--- config.mk ---
export PLATFORM = sky130hd
export DESIGN_NAME = song_reader
export DESIGN_NICKNAME = d
export VERILOG_FILES = /design/src/rtl/song_reader.sv
export SDC_FILE = /design/constraint.sdc
export NUM_CORES = 1
export LEC_CHECK = 0
export ABC_AREA = 1
export ABC_CLOCK_PERIOD_IN_PS = 1700
export BUFFER_PORTS_ARGS = -buffer_cell sky130_fd_sc_hd__buf_2
export CAP_MARGIN = 20
export CELL_PAD_IN_SITES_DETAIL_PLACEMENT = 0
export CELL_PAD_IN_SITES_GLOBAL_PLACEMENT = 1
export CORE_ASPECT_RATIO = 0.8
export CORE_MARGIN = 2
export CORE_UTILIZATION = 32
export DETAILED_ROUTE_END_ITERATION = 12
export PLACE_DENSITY = 0.79
export SYNTH_ARGS = -nofsm -noshare
export SYNTH_HDL_FRONTEND = slang
export SYNTH_SLANG_ARGS = --single-unit
--- constraint.sdc ---
create_clock -name clk -period 1.7 [get_ports clk]
set_input_delay 0.085 -clock clk [delete_from_list [all_inputs] [get_ports clk]]
set_output_delay 0.085 -clock clk [all_outputs]
set_load 0.05 [all_outputs]
--- src/rtl/song_reader.sv ---
// song_reader: walks the selected song's notes in a registered song ROM and
// hands each note to the note player with a new_note/note_done handshake.
// A duration of zero marks the end of a song; a song may also end after its
// last index slot without a marker.
module song_reader #(
  parameter int SONG_W = 2,
  parameter int IDX_W  = 5,
  parameter int NOTE_W = 6,
  parameter int DUR_W  = 6
) (
  input  logic                      clk,
  input  logic                      reset,
  input  logic                      play,
  input  logic                      reset_player,
  input  logic [SONG_W-1:0]         song,
  output logic                      song_done,
  output logic [SONG_W+IDX_W-1:0]   rom_addr,
  input  logic [NOTE_W+DUR_W-1:0]   rom_data,
  output logic                      new_note,
  output logic [NOTE_W-1:0]         note,
  output logic [DUR_W-1:0]          duration,
  input  logic                      note_done
);

  typedef enum logic [2:0] {
    IDLE,
    FETCH,
    CHECK,
    WAIT_NOTE,
    DONE
  } state_t;

  localparam logic [IDX_W-1:0] IDX_MAX = '1;

  state_t             state;
  state_t             state_nxt;
  logic [IDX_W-1:0]   index;
  logic [IDX_W-1:0]   index_nxt;
  logic               take_note;
  logic [NOTE_W-1:0]  rom_note;
  logic [DUR_W-1:0]   rom_dur;

  // The index stops at the last slot instead of wrapping back to slot 0.
  function automatic logic [IDX_W-1:0] sat_inc(input logic [IDX_W-1:0] i);
    return (i == IDX_MAX) ? i : i + 1'b1;
  endfunction

  assign rom_addr = {song, index};
  assign rom_note = rom_data[NOTE_W+DUR_W-1:DUR_W];
  assign rom_dur  = rom_data[DUR_W-1:0];

  // Next-state and index update; rom_data is only meaningful in CHECK.
  always_comb begin
    state_nxt = state;
    index_nxt = index;
    take_note = 1'b0;
    case (state)
      IDLE: begin
        if (play) state_nxt = FETCH;
      end
      FETCH: begin
        state_nxt = CHECK;
      end
      CHECK: begin
        if (!play) begin
          state_nxt = IDLE;
        end else if (rom_dur == '0) begin
          state_nxt = DONE;
        end else begin
          take_note = 1'b1;
          state_nxt = WAIT_NOTE;
        end
      end
      WAIT_NOTE: begin
        // note_done is honoured even while paused; pausing only decides
        // whether the next fetch starts right away.
        if (note_done) begin
          if (index == IDX_MAX) begin
            state_nxt = DONE;
          end else begin
            index_nxt = sat_inc(index);
            state_nxt = play ? FETCH : IDLE;
          end
        end
      end
      DONE: begin
        index_nxt = '0;
        state_nxt = IDLE;
      end
      default: begin
        state_nxt = IDLE;
      end
    endcase
  end

  // State, index and registered outputs; either reset source wins over all.
  always_ff @(posedge clk) begin
    if (reset || reset_player) begin
      state     <= IDLE;
      index     <= '0;
      new_note  <= 1'b0;
      song_done <= 1'b0;
      note      <= '0;
      duration  <= '0;
    end else begin
      state     <= state_nxt;
      index     <= index_nxt;
      new_note  <= take_note;
      song_done <= (state_nxt == DONE);
      if (take_note) begin
        note     <= rom_note;
        duration <= rom_dur;
      end
    end
  end

endmodule

**Yosys cells after proc, flatten, opt, wreduce, memory -nomap -nowiden**

Cells that the tools add are included.

- Add/subtract/negate cells: 1
- Eq/ne operators: 8
- Muxes and demuxes: 13
- Reduce and logical (&&, ||, !) cells: 5

Operators by type and width:

| kind | count |
|---|---|
| 3-bit two-way mux | 5 |
| 3-bit one-hot mux with 4 select lines | 1 |
| 5-bit two-way mux | 2 |
| 5-bit one-hot mux with 2 select lines | 1 |
| 3-bit by 2-bit == test with 1-bit output (second input constant) | 2 |
| 3-bit == test (second input constant) | 2 |
| 6-bit logical NOT | 1 |
| 5-bit by 1-bit adder with 5-bit output (second input constant) | 1 |
| 5-bit == test (second input constant) | 1 |
| 1-bit two-way mux | 4 |
| 2-bit inequality test (second input constant) | 2 |
| 3-bit by 1-bit == test with 1-bit output (second input constant) | 1 |
| 3-bit logical NOT | 1 |
| 3-bit AND reduction | 1 |
| 2-bit nonzero test | 1 |
| 1-bit logical OR | 1 |

- Register bits after elaboration: 22
- Output and inout port bits: 21
- Word-level logic and storage cells: 33

**Logic depth before layout (Yosys ltp)**

Gate-level depths: netlist of the first run.

- Word-level depth: 5
- Gate-level depth with buffers: 10

**Worst setup path before layout of the first run**

Ideal clock, no wire load.

- Kind: register -> register
- From: register index[0]
- To: register index[0]
- Setup time: 0.066 ns
- Arrival: 1.774 ns
- Slack: -0.140 ns
- Cell stages (with the launch flop): 11
- Path buffers: 0
- Clock period less this slack: 1.840 ns
- Path through: dfxtp_1 -> ha_1 -> nand2_1 -> nor2_1 -> ha_1 -> inv_1 -> nand2_4 -> nand2_1 -> nand2_2 -> nand2_1 -> a21oi_2

- Longest elaborated chain between the ends: 4

RTL lines:

| element | RTL line | text |
|---|---|---|
| start: declaration | 37 | `logic [IDX_W-1:0] index;` |
| start signal: assignment | 107 | `index <= index_nxt;` |
| 5-bit by 1-bit adder with 5-bit output | 45 | `return (i == IDX_MAX) ? i : i + 1'b1;` |
| 5-bit two-way mux | 78 | `if (index == IDX_MAX) begin` |
| 5-bit two-way mux | 77 | `if (note_done) begin` |
| 5-bit one-hot mux with 2 select lines | 57 | `case (state)` |

Several ways; a longest one is shown, not always the timed one. The select of a mux whose other input is x is not followed.
A chain may end at the register's enable or synchronous reset.

**Final worst setup path of the first run**

- From: register index[0]
- To: register index[4]

Same word-level chain as after synthesis.

==> impl_results.md, run 1 <==
* Vias in the first global route at 837
* WP data required at 1.90 ns
* Initial Utilization at 32.8%
* Max Slew Vio Count at 0
* #FFs+latches synth at 22
* Buf/Inv on CP at 1
* TritonCTS Buffers at 3
* Vias per cell at 4.50
* R2r endpoint: index[4]
* Slew @ Worst Pin at 0.468 ns
* CP arrival at 1.73 ns
* Dpl hpwl at 1.68 mm
* Cells after Synth at 130
* WL/cell at 10.8 um
* Sequential element share of the synthesized area at 44.1%
* Pwr Total at 1.06 mW
* Fmax at 651 MHz
* Post-synth top flop: dfxtp_1
* Share of cells above drive strength 1 at 34.3%
* Pin count of the biggest net entering global routing at 17
* Max clock buf depth at 2
* Initial antenna violation count at 0
* CP Depth at 10
* Vias at 926
* P per Cell Area at 824 mW/mm^2
* Post-synth top area share at 44.1%
* Filler cell count at 322
* Fin crit period at 1.54 ns
* Mapped Area at 998 sq um
* Worst Hold Class: input pin to flip-flop
* CTS tree: done
* EDFF count, synth at 0
* Clock Tree Root: clkbuf_8
* CP startpoint kind: flip-flop
* Kind of end point of the critical path: flip-flop
* Max_slew headroom at 68.7%
* Iteration count of the initial detailed-routing pass at 4
* RR Startpoint: index[0]
* Dpl ws at 0.161 ns
* Leakage at 0.550 nW
* First-pass GRT wire length at 3.59 mm
* Fin crit share at 90.3%
* DR DRC count at 0
* Remaining antenna violation count at 0
* Post-placement cell count at 202
* Crit-path max cell delay at 0.38 ns
* Fin nets at 188
* Final cell count without fillers at 206
* Port bufs at 35
* Post-CTS Setup Inserts at 0
* Asr flop ratio synth at 0%
* Status: completed
* Critical path fanouts, max at 6
* Peak VDD IR at 0.406 mV
* Finished Core Util at 42.3%
* Crit path max-delay cell type: dfxtp_4
* Drt initial violations at 20
* Number of max-cap violations at 0
* Syn Area/Cell at 7.68 sq um
* Yosys top cell by area: dfxtp_1
* Area after DPL at 0.00120 sq mm
* Post-Route WL at 2.22 mm
* Area Overhead vs Synth at 28.9%
* Die width at 66.5 um
* Clk slew on worst S/H paths at 0.08 ns
* Final Hold Vio Count at 0
* Worst reg-to-reg setup slack at 0.16 ns
* CORE AREA at 0.00304 sq mm
* Worst-path cell chain: ha_2 -> nand2_1 -> nor2_2 -> ha_2 -> inv_1 -> nand2_4 -> nand2_1 -> nand2_2 -> nand2_2 -> a21oi_2
* Critical path class: flip-flop to flip-flop
* Clk_lat worst skew at 0.26 ns
* Antenna Cells at 0
* Top-count cell post-synth: nor2_1
* Hold path start: rom_data[11]
* Endpoints failing setup at 0
* Final setup margin at 0.164 ns
* Top cells by area, synth: dfxtp_1, nor2_1, nand2_1
* All-layer global routing usage at 13.2%
* Die Y at 54.0 um
* GPL Wtd Cong at 0.796
* CTS sink cnt at 22
* DIE AREA at 0.00359 sq mm
* I/O pins at 40
* R2R depth at 10
* Htree depth at 1
* Worst Skew at 0.00410 ns
* Cell family with most CP delay: simple AND/OR/NAND/NOR gates
* Beginning of the critical path: index[0]
* Commonest cells in the synthesized netlist: nor2_1, dfxtp_1, nand2_1
* Syn. warnings at 0
* Num rows at 18
* Final instance area at 0.00129 sq mm
* Syn Nets at 151
* Worst Setup EP: index[4]
* Synth unique cells at 22
* Grt total ovfl at 0
==> layer usage <==
layer,part of all wire [%],up-vias,global-route usage [%]
met1,47,417,16.8
li1,-,492,-
met2,47,13,22.2
met5,0,-,0
met3,4.2,4,2.72
met4,1.3,0,5.10
==> flip-flops by register name, indices dropped and copies added, names as in the netlist <==
name	flops
note	6
song_done	1
new_note	1
index	5
state	3
duration	6
==> cell type report <==
type	count	area, sq um	area share, %
clock inverter	1	30.0	2.33
tap	40	50.0	3.89
multi-input combinational	93	494	38.4
inverter	11	41.3	3.21
clock buffer	3	41.3	3.21
timing repair buffer	36	183	14.2
sequential	22	448	34.8
==> worst reg2reg max path, stage by stage (launching register included) <==
cell and delay (ns):
dfxtp_4 0.38, ha_2 0.19, nand2_1 0.06, nor2_2 0.11, ha_2 0.21, inv_1 0.07
nand2_4 0.08, nand2_1 0.06, nand2_2 0.12, nand2_2 0.08, a21oi_2 0.13
==> power by group <==
group / internal, mW / switching, mW
Clock: 0.314 / 0.166
Combinational: 0.0251 / 0.0374
Sequential: 0.515 / 0.00316
==> through the flow <==
| step | hold slack [ns] | TNS [ns] |
|---|---|---|
| 3_3_place_gp | 0.171 | 0 |
| 2_1_floorplan | 0.232 | 0 |
| 3_5_place_dp | 0.171 | 0 |
| 4_1_cts | 0.0697 | 0 |
| 5_1_grt | 0.0838 | -0.00905 |
| 6_report | 0.0755 | 0 |
==> what timing repair did <==
action                                 CTS  global route
hold buffers                             0             0
setup endpoints to repair                0             5
endpoints found under the hold margin    0             0
gates resized for setup                  0             5
==> layout by cell type, fill, tap and decap left out <==
cell	synthesis	routed
a21oi_1	8	8
a21oi_2	4	4
a21oi_4	1	1
a22oi_1	1	1
buf_2	0	35
buf_4	2	1
bufinv_16	0	1
clkbuf_8	0	3
clkinv_1	1	1
dfxtp_1	22	20
dfxtp_4	0	2
ha_2	0	2
inv_1	9	9
inv_2	1	1
nand2_1	19	19
nand2_2	2	2
nand2_4	2	2
nand3_1	6	6
nand4_1	3	3
nor2_1	31	30
nor2_2	0	1
nor2_4	1	1
nor3_4	1	1
o21ai_0	11	11
xor2_1	1	1
==> worst min path at each step <==
stage                     slack [ns]           to  cells after the start
after floorplan                 0.23  duration[0]                      2
after global placement          0.17  rom_addr[5]                      0
after detailed placement        0.17  rom_addr[5]                      0
after CTS                       0.07      note[5]                      3
after global routing            0.08      note[0]                      3
final                           0.08      note[5]                      3
==> cells by family after synthesis <==
logic type                 count (synthesis)  share of synthesized area (%)
DFF                                       22                           44.1
buffers and inverters                     15                           7.14
and+or+nand+nor                           65                           30.0
adders and majority gates                  2                           2.51
xor gates and xnor gates                   1                          0.877
AOI/OAI and AO/OA                         25                           15.4
No activity file was read; power rests on OpenSTA's default activity.
==> run 2: changes to the inputs <==
--- a/config.mk
+++ b/config.mk
@@ -8,11 +8,10 @@
 export ABC_AREA = 1
 export ABC_CLOCK_PERIOD_IN_PS = 1700
 export BUFFER_PORTS_ARGS = -buffer_cell sky130_fd_sc_hd__buf_2
-export CAP_MARGIN = 20
+export CAP_MARGIN = 40
 export CELL_PAD_IN_SITES_DETAIL_PLACEMENT = 0
 export CELL_PAD_IN_SITES_GLOBAL_PLACEMENT = 1
 export CORE_ASPECT_RATIO = 0.8
-export CORE_MARGIN = 2
 export CORE_UTILIZATION = 32
 export DETAILED_ROUTE_END_ITERATION = 12
 export PLACE_DENSITY = 0.79
==> constraint.sdc (replaced) <==
create_clock -name clk -period 1.7 [get_ports clk]
set_input_delay 0.34 -clock clk [delete_from_list [all_inputs] [get_ports clk]]
set_output_delay 0.34 -clock clk [all_outputs]
set_load 0.05 [all_outputs]
==> impl_results.md, run 2 (synthesis gave the netlist of run 1 again) <==
* Status: completed (unchanged)
* Post-CTS Setup Inserts at 0 (unchanged)
* TNS Setup at 0 ns (unchanged)
* Final Hold Vio Count at 0 (unchanged)
* Endpoints failing setup at 0 (unchanged)
* Die width at 64.5 um (was 66.5 um)
* Clock Tree Root: clkbuf_8 (unchanged)
* Fin crit share at 86.7% (was 90.3%)
* I/O pins at 40 (unchanged)
* Clk slew on worst S/H paths at 0.08 ns (about the same)
* Fin crit period at 1.47 ns (was 1.54 ns)
* Grt total ovfl at 0 (unchanged)
* Pwr Total at 0.955 mW (was 1.06 mW)
* WHS at 0.330 ns (was 0.0755 ns)
* Worst reg-to-reg setup slack at 0.23 ns (was 0.16 ns)
* Area Overhead vs Synth at 25.8% (was 28.9%)
* Drt initial violations at 32 (was 20)
* Filler cell count at 304 (was 322)
* CORE AREA at 0.00285 sq mm (was 0.00304 sq mm)
* GPL Wtd Cong at 0.759 (was 0.796)
* Remaining antenna violation count at 0 (unchanged)
* Leakage at 0.549 nW (was 0.550 nW)
* P per Cell Area at 760 mW/mm^2 (was 824 mW/mm^2)
* Fmax at 679 MHz (was 651 MHz)
* All-layer global routing usage at 15.2% (was 13.2%)
* Num rows at 17 (was 18)
* Fin nets at 188 (unchanged)
* Antenna Cells at 0 (unchanged)
* Peak VDD IR at 0.443 mV (was 0.406 mV)
* Commonest non-fill, non-tap cell in the layout: buf_2 (unchanged)
* PostCTS Resize Cnt at 0 (unchanged)
* CTS sink cnt at 22 (unchanged)
* Most frequent cells in the layout: buf_2, nor2_1, dfxtp_1 (unchanged)
* Htree depth at 1 (unchanged)
* Slew @ Worst Pin at 0.292 ns (was 0.468 ns)
* Critical path fanouts, max at 6 (unchanged)
* Die Y at 52.0 um (was 54.0 um)
* Dpl hpwl at 1.72 mm (was 1.68 mm)
* Hold buffers post-CTS at 0 (unchanged)
* Initial Utilization at 35.0% (was 32.8%)
* Max Slew Vio Count at 0 (unchanged)
* Worst Skew at 0.00440 ns (was 0.00410 ns)
* CP arrival at 1.67 ns (was 1.73 ns)
* Worst Hold Class: input pin to flip-flop (unchanged)
* Kind of end point of the critical path: flip-flop (unchanged)
* RSZ-0062 raised after global routing: no
* TritonCTS Buffers at 3 (unchanged)
* Largest regs: duration: 6 flops, note: 6 flops, index: 5 flops (unchanged)
* Share of cells above drive strength 1 at 32.5% (was 34.3%)
* Iteration count of the initial detailed-routing pass at 4 (unchanged)
* Vias in the first global route at 881 (was 837)
* WP data required at 1.90 ns (about the same)
* Vias per cell at 4.57 (was 4.50)
* CTS tree: done (unchanged)
* Critical path class: flip-flop to flip-flop (unchanged)
* DIE AREA at 0.00335 sq mm (was 0.00359 sq mm)
* Vias at 932 (was 926)
* First-pass GRT wire length at 3.84 mm (was 3.59 mm)
* CP startpoint kind: flip-flop (unchanged)
* Initial antenna violation count at 0 (unchanged)
* DR DRC count at 0 (unchanged)
* Post-Route WL at 2.20 mm (was 2.22 mm)
* Clk_lat worst skew at 0.26 ns (about the same)
* Finished Core Util at 44.1% (was 42.3%)
* WL/cell at 10.8 um (about the same)
* Number of max-cap violations at 0 (unchanged)
* Max clock buf depth at 2 (unchanged)
* Pin count of the biggest net entering global routing at 17 (unchanged)
* Max_slew headroom at 80.5% (was 68.7%)
* Port bufs at 35 (unchanged)
[run 2: cell count changes in the layout (fill, tap and decap cells not counted)]
cell and change:
bufinv_16 -1, clkbuf_8 +1, dfxtp_2 +2, dfxtp_4 -2, ha_1 +2, ha_2 -2
nor2_1 +1, nor2_2 -1
[run 2: final timing paths]
path	startpoint	end	cells past startpoint
max	index[0]	index[3]	10
min	rom_data[8]	note[2]	3
max reg2reg	index[0]	index[3]	10
min reg2reg	duration[0]	duration[0]	2
[run 2: metal layers]
| metal | routed length, um | share of wire (%) | track usage [%] |
|---|---|---|---|
| met5 | 0 | 0 | 0 |
| met4 | 19 | 0.87 | 5.56 |
| met3 | 111 | 5.1 | 4.61 |
| met2 | 1040 | 47 | 25.6 |
| met1 | 1030 | 47 | 18.3 |
[run 2: area by class of cell]
type	count	area, sq um	area share [%]
timing repair buffer	36	183	14.5
multi-input combinational	93	487	38.7
clock buffer	4	55.1	4.38
tap	38	47.5	3.78
inverter	11	41.3	3.29
sequential	22	443	35.3
[run 2: power by group]
| part | total (mW) | switching (mW) | internal, mW |
|---|---|---|---|
| combinational | 0.0640 | 0.0389 | 0.0251 |
| clock | 0.370 | 0.164 | 0.206 |
| sequential | 0.521 | 0.00309 | 0.518 |
[run 2: through the flow]
step,instance area (sq um),std cells,setup slack (ns)
floorplan,1000,130,0.0756
global placement,1200,200,0.186
detailed placement,1200,200,0.153
CTS,1260,204,0.214
global route,1260,204,0.0517
finish,1260,204,0.226
[run 2: critical path, stage by stage, from the launching register on]
cell,delay (ns)
dfxtp_2,0.37
ha_1,0.18
nand2_1,0.06
nor2_1,0.09
ha_1,0.18
inv_1,0.07
nand2_4,0.08
nand2_1,0.06
nand2_2,0.11
nand2_1,0.07
a21oi_2,0.13
==> run 3: changes to the inputs <==
--- a/config.mk
+++ b/config.mk
@@ -6,7 +6,7 @@
 export NUM_CORES = 1
 export LEC_CHECK = 0
 export ABC_AREA = 1
-export ABC_CLOCK_PERIOD_IN_PS = 1700
+export ABC_CLOCK_PERIOD_IN_PS = 1600
 export BUFFER_PORTS_ARGS = -buffer_cell sky130_fd_sc_hd__buf_2
 export CAP_MARGIN = 40
 export CELL_PAD_IN_SITES_DETAIL_PLACEMENT = 0
==> constraint.sdc (replaced) <==
create_clock -name clk -period 1.6 [get_ports clk]
set_input_delay 0.32 -clock clk [delete_from_list [all_inputs] [get_ports clk]]
set_output_delay 0.32 -clock clk [all_outputs]
set_load 0.05 [all_outputs]
==> impl_results.md, run 3 (synthesis gave the netlist of run 1 again) <==
* Share of cells above drive strength 1 at 36.1% (was 32.5%)
* Fin crit share at 91.3% (was 86.7%)
* Area after DPL at 0.00121 sq mm (was 0.00120 sq mm)
* Pwr Total at 1.01 mW (was 0.955 mW)
* Fmax at 685 MHz (was 679 MHz)
* Worst Skew at 0.00144 ns (was 0.00440 ns)
* DR DRC count at 0 (unchanged)
* DIE AREA at 0.00335 sq mm (unchanged)
* Final instance area at 0.00130 sq mm (was 0.00126 sq mm)
* Combinational share of power at 6.7% (about the same)
* Leakage at 0.559 nW (was 0.549 nW)
* Most frequent cells in the layout: buf_2, nor2_1, nand2_1, dfxtp_1, o21ai_0 (was buf_2, nor2_1, dfxtp_1)
* TritonCTS Buffers at 3 (unchanged)
* WL/cell at 11.0 um (was 10.8 um)
* Dpl hpwl at 1.76 mm (was 1.72 mm)
* CTS tree: done (unchanged)
* Clk_lat worst skew at 0.26 ns (about the same)
* Htree depth at 1 (unchanged)
* Dpl ws at 0.0970 ns (was 0.153 ns)
* TNS Setup at 0 ns (unchanged)
* Clock power frac at 38.7% (was 38.8%)
* Post-Route WL at 2.28 mm (was 2.20 mm)
* Final setup margin at 0.140 ns (was 0.226 ns)
* Vias per cell at 4.61 (was 4.57)
* Clock Tree Root: clkbuf_8 (unchanged)
* CP arrival at 1.66 ns (was 1.67 ns)
* Initial antenna violation count at 0 (unchanged)
* Switch Pwr at 0.216 mW (was 0.206 mW)
* Kind of end point of the critical path: flip-flop (unchanged)
* Pint at 0.793 mW (was 0.749 mW)
* WHS at 0.309 ns (was 0.330 ns)
* Peak VDD IR at 0.584 mV (was 0.443 mV)
* CTS sink cnt at 22 (unchanged)
* Final Hold Vio Count at 0 (unchanged)
* Max Slew Vio Count at 0 (unchanged)
* Max clock buf depth at 2 (unchanged)
* Vias in the first global route at 821 (was 881)
* Max layer used: met4 (unchanged)
* RR Startpoint: index[1] (was index[0])
* Commonest non-fill, non-tap cell in the layout: buf_2 (unchanged)
* Fin nets at 191 (was 188)
* Post-placement cell count at 201 (was 200)
* WL met2 at 1.08 mm (was 1.04 mm)
* I/O pins at 40 (unchanged)
* Area Overhead vs Synth at 30.5% (was 25.8%)
* Critical path fanouts, max at 5 (was 6)
* Grt total ovfl at 0 (unchanged)
* Worst Hold Class: input pin to flip-flop (unchanged)
* Critical path class: flip-flop to flip-flop (unchanged)
* Initial Utilization at 35.0% (unchanged)
* Slew @ Worst Pin at 0.295 ns (was 0.292 ns)
* Sw Ratio at 21.4% (was 21.6%)
* CORE AREA at 0.00285 sq mm (unchanged)
* Die width at 64.5 um (unchanged)
* All-layer global routing usage at 14.5% (was 15.2%)
* M1 wire length at 1.08 mm (was 1.03 mm)
* R2R depth at 10 (unchanged)
* CP startpoint kind: flip-flop (unchanged)
* RSZ-0062 raised after global routing: no (unchanged)
* Status: completed (unchanged)
* Die Y at 52.0 um (unchanged)
* Pin count of the biggest net entering global routing at 17 (unchanged)
* Hold path start: rom_data[8] (unchanged)
* Routed wl met3 at 92 um (was 111 um)
* Hold Crit Depth at 3 (unchanged)
* Number of max-cap violations at 0 (unchanged)
* Worst reg-to-reg setup slack at 0.14 ns (was 0.23 ns)
* First-pass GRT wire length at 3.64 mm (was 3.84 mm)
* Iteration count of the initial detailed-routing pass at 4 (unchanged)
* Fin crit period at 1.46 ns (was 1.47 ns)
* Vias at 955 (was 932)
* Antenna Cells at 0 (unchanged)
* R2r endpoint: index[4] (was index[3])
* Num rows at 17 (unchanged)
* Hold EP: note[2] (unchanged)
* Max_slew headroom at 80.3% (was 80.5%)
* Finished Core Util at 45.7% (was 44.1%)
* Largest regs: duration: 6 flops, note: 6 flops, index: 5 flops (unchanged)
* P per Cell Area at 774 mW/mm^2 (was 760 mW/mm^2)
* Clk slew on worst S/H paths at 0.08 ns (about the same)
* Endpoints failing setup at 0 (unchanged)
* WP data required at 1.80 ns (was 1.90 ns)
* GPL Wtd Cong at 0.804 (was 0.759)
* Remaining antenna violation count at 0 (unchanged)
* Power share of the sequential group at 54.5% (about the same)
* Filler cell count at 302 (was 304)
* Drt initial violations at 12 (was 32)
* Port bufs at 35 (unchanged)
* Final cell count without fillers at 207 (was 204)
==> run 3: critical path: stages (launching register included) <==
cell and delay (ns):
dfxtp_4 0.38, ha_4 0.13, nand2_1 0.06, nor2_2 0.08, ha_2 0.20, inv_1 0.07, nand2_4 0.08, nand2_1 0.06
nand2_2 0.13, nand2_2 0.09, a21oi_2 0.11
==> run 3: worst max-delay path by stage <==
stage                         from  endpoint  slack (ns)  cells past startpoint
final                     index[1]  index[4]        0.14                     10
after global routing      index[1]  index[1]        0.01                     10
after CTS                 index[0]  index[1]        0.08                     10
after detailed placement  index[0]  index[1]         0.1                     10
after global placement    index[0]  index[3]        0.16                      9
after floorplan           index[3]  index[3]       0.009                      9
==> run 3: cell type report <==
class / count / area [sq um] / share of cell area, %
clock buffer: 4 / 55.1 / 4.23
tap: 38 / 47.5 / 3.65
sequential: 22 / 449 / 34.5
multi-input combinational: 93 / 504 / 38.7
timing repair buffer: 39 / 205 / 15.8
inverter: 11 / 41.3 / 3.17
==> run 3: what timing repair did <==
| action | in CTS | in global routing |
|---|---|---|
| hold buffers | 0 | 0 |
| setup endpoints to repair | 0 | 5 |
| gates resized for setup | 0 | 4 |
| setup buffers | 0 | 2 |
==> run 3: power groups by stage <==
stage	sequential [mW]	clock [mW]	combinational (mW)
3_5_place_dp	0.563	0	0.0678
6_report	0.550	0.391	0.0677
3_3_place_gp	0.563	0	0.0663
4_1_cts	0.550	0.409	0.0680
2_1_floorplan	0.568	0	0.0436
5_1_grt	0.551	0.432	0.0762
==> run 3: per-layer routing <==
metal | vias up | global-route usage, %
met5 | - | 0
met4 | 0 | 5.56
met1 | 432 | 17.7
li1 | 500 | -
met3 | 2 | 3.29
met2 | 21 | 24.7
